`config.mk`:
```
export PLATFORM = sky130hd
export DESIGN_NAME = stopwatch_count_reg_flat
export DESIGN_NICKNAME = d
export VERILOG_FILES = /design/src/rtl/stopwatch_pkg.sv /design/src/rtl/stopwatch_count_reg_if.sv /design/src/rtl/stopwatch_count_reg.sv /design/src/flat_wrapper.sv
export SDC_FILE = /design/constraint.sdc
export NUM_CORES = 1
export LEC_CHECK = 0
export CORE_MARGIN = 3
export CORE_UTILIZATION = 40
export CTS_CLUSTER_SIZE = 28
export DETAILED_ROUTE_END_ITERATION = 8
export PLACE_DENSITY = 0.9
export SETUP_SLACK_MARGIN = 0.4
export SLEW_MARGIN = 20
export SYNTH_ARGS = -nofsm -noshare
export SYNTH_HDL_FRONTEND = slang
export SYNTH_SLANG_ARGS = --single-unit
```
`constraint.sdc`:
```
create_clock -name clk -period 3.07 [get_ports clk]
set_clock_uncertainty 0.1 [all_clocks]
set_input_delay 0.614 -clock clk [delete_from_list [all_inputs] [get_ports clk]]
set_output_delay 0.614 -clock clk [all_outputs]
set_load 0.05 [all_outputs]
```
`src/rtl/stopwatch_pkg.sv`:
```
// rtl/stopwatch_pkg.sv - shared stopwatch types and constants
package stopwatch_pkg;

  localparam int CNT_W     = 16;
  localparam int MAX_COUNT = 59999;
  localparam int STEP      = 1;

  typedef enum logic [1:0] {
    IDLE  = 2'd0,
    RUN   = 2'd1,
    PAUSE = 2'd2
  } sw_state_t;

endpackage

```
`src/rtl/stopwatch_count_reg_if.sv`:
```
// rtl/stopwatch_count_reg_if.sv - operand/result bus between count register and ripple adder
interface stopwatch_count_reg_if
  import stopwatch_pkg::*;
();

  logic [CNT_W-1:0] op_a;
  logic [CNT_W-1:0] op_b;
  logic             cin_out;
  logic [CNT_W-1:0] sum_in;
  logic             carry_in;

  modport master (
    output op_a,
    output op_b,
    output cin_out,
    input  sum_in,
    input  carry_in
  );

  modport slave (
    input  op_a,
    input  op_b,
    input  cin_out,
    output sum_in,
    output carry_in
  );

endinterface

```
`src/rtl/stopwatch_count_reg.sv`:
```
// rtl/stopwatch_count_reg.sv - stopwatch count register, lap capture and run/pause FSM
module stopwatch_count_reg
  import stopwatch_pkg::*;
#(
  parameter int STEP      = stopwatch_pkg::STEP,
  parameter int MAX_COUNT = stopwatch_pkg::MAX_COUNT
) (
  input  logic                         clk,
  input  logic                         rst,
  input  logic                         tick_en,
  input  logic                         start_stop,
  input  logic                         lap,
  input  logic                         clear,
  stopwatch_count_reg_if.master        adder,
  output logic [CNT_W-1:0]             count_q,
  output logic [CNT_W-1:0]             lap_q,
  output logic                         lap_valid,
  output logic                         running,
  output logic                         overflow
);

  localparam logic [CNT_W-1:0] STEP_V  = CNT_W'(STEP);
  localparam logic [CNT_W-1:0] WRAP_AT = CNT_W'(MAX_COUNT - STEP);

  sw_state_t state;
  sw_state_t state_nxt;

  assign adder.op_a    = count_q;
  assign adder.op_b    = STEP_V;
  assign adder.cin_out = 1'b0;

  always_ff @(posedge clk) begin
    if (rst) begin
      state <= IDLE;
    end else begin
      state <= state_nxt;
    end
  end

  always_comb begin
    state_nxt = state;
    if (clear) begin
      state_nxt = IDLE;
    end else if (start_stop) begin
      case (state)
        IDLE:    state_nxt = RUN;
        RUN:     state_nxt = PAUSE;
        PAUSE:   state_nxt = RUN;
        default: state_nxt = IDLE;
      endcase
    end
  end

  always_comb begin
    running = (state == RUN);
  end

  // Tick and lap both act on the state and count held at the start of the cycle.
  always_ff @(posedge clk) begin
    if (rst || clear) begin
      count_q   <= '0;
      lap_q     <= '0;
      lap_valid <= 1'b0;
      overflow  <= 1'b0;
    end else begin
      if (state == RUN && tick_en) begin
        if (adder.carry_in || count_q > WRAP_AT) begin
          count_q  <= '0;
          overflow <= 1'b1;
        end else begin
          count_q <= adder.sum_in;
        end
      end
      if (lap && state != IDLE) begin
        lap_q     <= count_q;
        lap_valid <= 1'b1;
      end
    end
  end

endmodule

```
`src/flat_wrapper.sv`:
```
// flat-port wrapper written by rule: the top's interface ports become plain ports
module stopwatch_count_reg_flat import stopwatch_pkg::*;
#(
  parameter int STEP      = stopwatch_pkg::STEP,
  parameter int MAX_COUNT = stopwatch_pkg::MAX_COUNT
)
  (clk, rst, tick_en, start_stop, lap, clear, count_q, lap_q, lap_valid, running, overflow, adder_op_a, adder_op_b, adder_cin_out, adder_sum_in, adder_carry_in);
  stopwatch_count_reg_if adder_i ();
  input  logic clk;
  input  logic rst;
  input  logic tick_en;
  input  logic start_stop;
  input  logic lap;
  input  logic clear;
  output logic [CNT_W-1:0] count_q;
  output logic [CNT_W-1:0] lap_q;
  output logic lap_valid;
  output logic running;
  output logic overflow;
  output wire logic [$bits(adder_i.op_a)-1:0] adder_op_a;
  output wire logic [$bits(adder_i.op_b)-1:0] adder_op_b;
  output wire logic [$bits(adder_i.cin_out)-1:0] adder_cin_out;
  input wire logic [$bits(adder_i.sum_in)-1:0] adder_sum_in;
  input wire logic [$bits(adder_i.carry_in)-1:0] adder_carry_in;
  assign adder_op_a = adder_i.op_a;
  assign adder_op_b = adder_i.op_b;
  assign adder_cin_out = adder_i.cin_out;
  assign adder_i.sum_in = adder_sum_in;
  assign adder_i.carry_in = adder_carry_in;
  stopwatch_count_reg #(.STEP(STEP), .MAX_COUNT(MAX_COUNT)) u_core (.clk(clk), .rst(rst), .tick_en(tick_en), .start_stop(start_stop), .lap(lap), .clear(clear), .adder(adder_i), .count_q(count_q), .lap_q(lap_q), .lap_valid(lap_valid), .running(running), .overflow(overflow));
endmodule
```
==> flow_summary.yaml <==
synth:
  synth.most_common_cell: "dfxtp_1"
  ys_seq_area_frac: 0.461
  async_reset_ff_frac: 0
  synthTopCellsByCount: "dfxtp_1, buf_4, nand2_1"
  synth_cells: 168
  synth_flop_cell: "dfxtp_1"
  synthesis.area_mm2: 0.00156
  yosys.area.top_type: "dfxtp_1"
  synth_top_area_share: 0.461
  synth_area_leaders: "dfxtp_1, buf_4, a22o_2, nand2_1, a21oi_1"
  ys_types: 28
  avgSynthCellArea_um2: 9.31
  yosysWarnings: 0
  synth-edff-count: 0
  ys_ff_latch: 36
clocking:
  cts_made_buffers: 5
  postCtsSetupRepairBufs: 0
  insertion_delay_ns: 0.28
  cts.repair.resized: 0
  tritoncts: "built"
  h-tree-depth: 2
  clock_path_buffers: 2
  cts.sink_count: 36
  ctsRootBufferMaster: "clkbuf_8"
  clkTransAtPathRegs_ns: 0.07
  cts_hold_buf: 0
global_routing:
  grt_max_degree: 22
  grtUsageMet3: 0.0697
  grt.met1_usage: 0.198
  grt.total_usage: 0.168
  grt_util_met2: 0.284
  busiest_layer: "met2"
  grt_pass1_vias: 1229
  grt_pass1_wl_mm: 5.78
  grt-ovfl-total: 0
  antenna_found_initial: 0
finish:
  antenna_cells: 0
  final_cells: 273
  fin_util: 0.600
  layout.nets: 248
  area_growth_pct: 42.5
  drive_gt1_frac: 0.124
drt:
  drc: 0
  vias: 1301
  viasPerCell: 4.77
  antenna_left: 0
  firstDrtPassIters: 4
  wl_per_cell_um: 13.9
  totalWireLength_mm: 3.79
  dr.first_iter.drc_count: 42
setup_path:
  crit_buf_inv: 1
  setup.worst_path.class: "reg -> out"
  rr_endpoint: "u_core.adder.op_a[8]"
  start_kind: "register"
  crit_path_top_delay_cell: "clkdlybuf4s50_1"
  worst-path-max-fanout: 4
  reg2regPathDepth: 6
  rr_startpoint: "u_core.adder.op_a[10]"
  critical_path_arrival_ns: 1.79
  cp_top_family: "buffers and inverters"
  critPathMaxStageDelay_ns: 0.85
  critPathCaptureType: "primary output"
  rrSetupSlack_ns: 0.89
  crit_required_ns: 2.36
  worstPathCellList: "nor2b_1 -> clkdlybuf4s50_1"
floorplanning:
  fp.dieH_um: 68.5
  rows: 22
  core_area_mm2: 0.00372
  die_area_mm2: 0.00470
  die_width_um: 68.5
  initial_core_util: 0.421
  io_pins: 91
placement:
  dp_hpwl_mm: 2.83
  gp_routability_congestion: 0.736
  port_buffers: 73
  placedCellCount: 266
sta:
  rsz0062_at_grt: "no"
  drv_slew: 0
  relSlewSlack: 0.548
  fin_crit_sh: 0.814
  tns_ns: 0
  fin_crit_ns: 2.50
  clock.fmax_ghz: 0.400
  setup_viol: 0
  hold_violations: 0
  worstMarginPinSlew_ns: 0.677
hold_path:
  min_to: "u_core.lap_q[4]"
  hold_depth: 2
  hp-class: "reg -> reg"
  min_from: "u_core.lap_q[4]"
power_and_ir_drop:
  total_power_uw: 892
  p_leak_uw: 0.000800
  p_per_area_mw_per_mm2: 400
  ir_drop_uv: 262
flow_run:
  drv_cap: 0
run_status:
  status: "finished, final reports clean"
## worst reg2reg max path, delay by kind of cell (launching register included)
kind / cells / cell delay, ns
buffers and inverters: 1 / 0.27
and+or+nand+nor: 2 / 0.48
DFF: 1 / 0.37
AOI/OAI and AO/OA: 3 / 0.91
## power by group
group	internal (uW)	switching, uW
sequential	469	3.05
clock	154	149
combinational	36.4	80.8
## cell type report
| type | instances | area, um^2 |
|---|---|---|
| Fill cell | 351 | 1490 |
| Sequential cell | 36 | 721 |
| Tap cell | 48 | 60.1 |
| Clock inverter | 1 | 5.00 |
| Multi-Input combinational cell | 107 | 624 |
| Clock buffer | 6 | 72.6 |
| Timing Repair Buffer | 75 | 746 |
## cells in the final DEF, fill, tap and decap left out, types with 2 or more instances in the layout
cell type and n:
clkdlybuf4s50_1 73, dfxtp_1 36, nand2_1 33, conb_1 17
a21oi_1 16, a22o_2 16, nor2_1 5, clkbuf_8 5
buf_4 2
## cell families (layout without fill, tap and decap cells)
group | after synthesis | after routing | share of synthesized area
simple gates | 47 | 47 | 0.132
compound gates | 41 | 41 | 0.210
buf+inv | 40 | 82 | 0.180
flops | 36 | 36 | 0.461
other cells | 2 | 17 | 0.00480
xor+xnor | 1 | 1 | 0.00560
mux | 1 | 1 | 0.00640
## flip-flops by register name, indices dropped and copies added (netlist names)
| signal | cells |
|---|---|
| u_core.state | 2 |
| u_core.lap_q | 16 |
| u_core.adder.op_a | 16 |
| u_core.lap_valid | 1 |
| u_core.overflow | 1 |
## how the worst max path moves through the flow
stage / start / slack, ns / endpoint / depth (start not counted)
detailed placement: clear / 0.52 / u_core.adder.op_a[8] / 4
global placement: clear / 0.57 / u_core.adder.op_a[7] / 4
floorplan: u_core.adder.op_a[11] / 0.64 / u_core.adder.op_a[12] / 6
CTS: u_core.state[0] / 0.56 / running / 2
global route: u_core.state[0] / 0.46 / running / 2
finish: u_core.state[0] / 0.57 / running / 2
## layer usage
metal | wire length [um] | up-vias
met1 | 1540 | 605
met3 | 328 | 4
met4 | 29 | 0
met2 | 1890 | 53
li1 | - | 639
met5 | 0 | -
## metrics by stage
stage | worst slack (ns) | hold slack (ns) | instance area (um^2)
5_1_grt | 0.459 | 0.375 | 2230
6_report | 0.570 | 0.356 | 2230
2_1_floorplan | 0.638 | 0.410 | 1620
3_5_place_dp | 0.523 | 0.347 | 2140
3_3_place_gp | 0.571 | 0.341 | 2140
4_1_cts | 0.560 | 0.357 | 2220
Note: power is estimated with default switching activity, not from simulation.
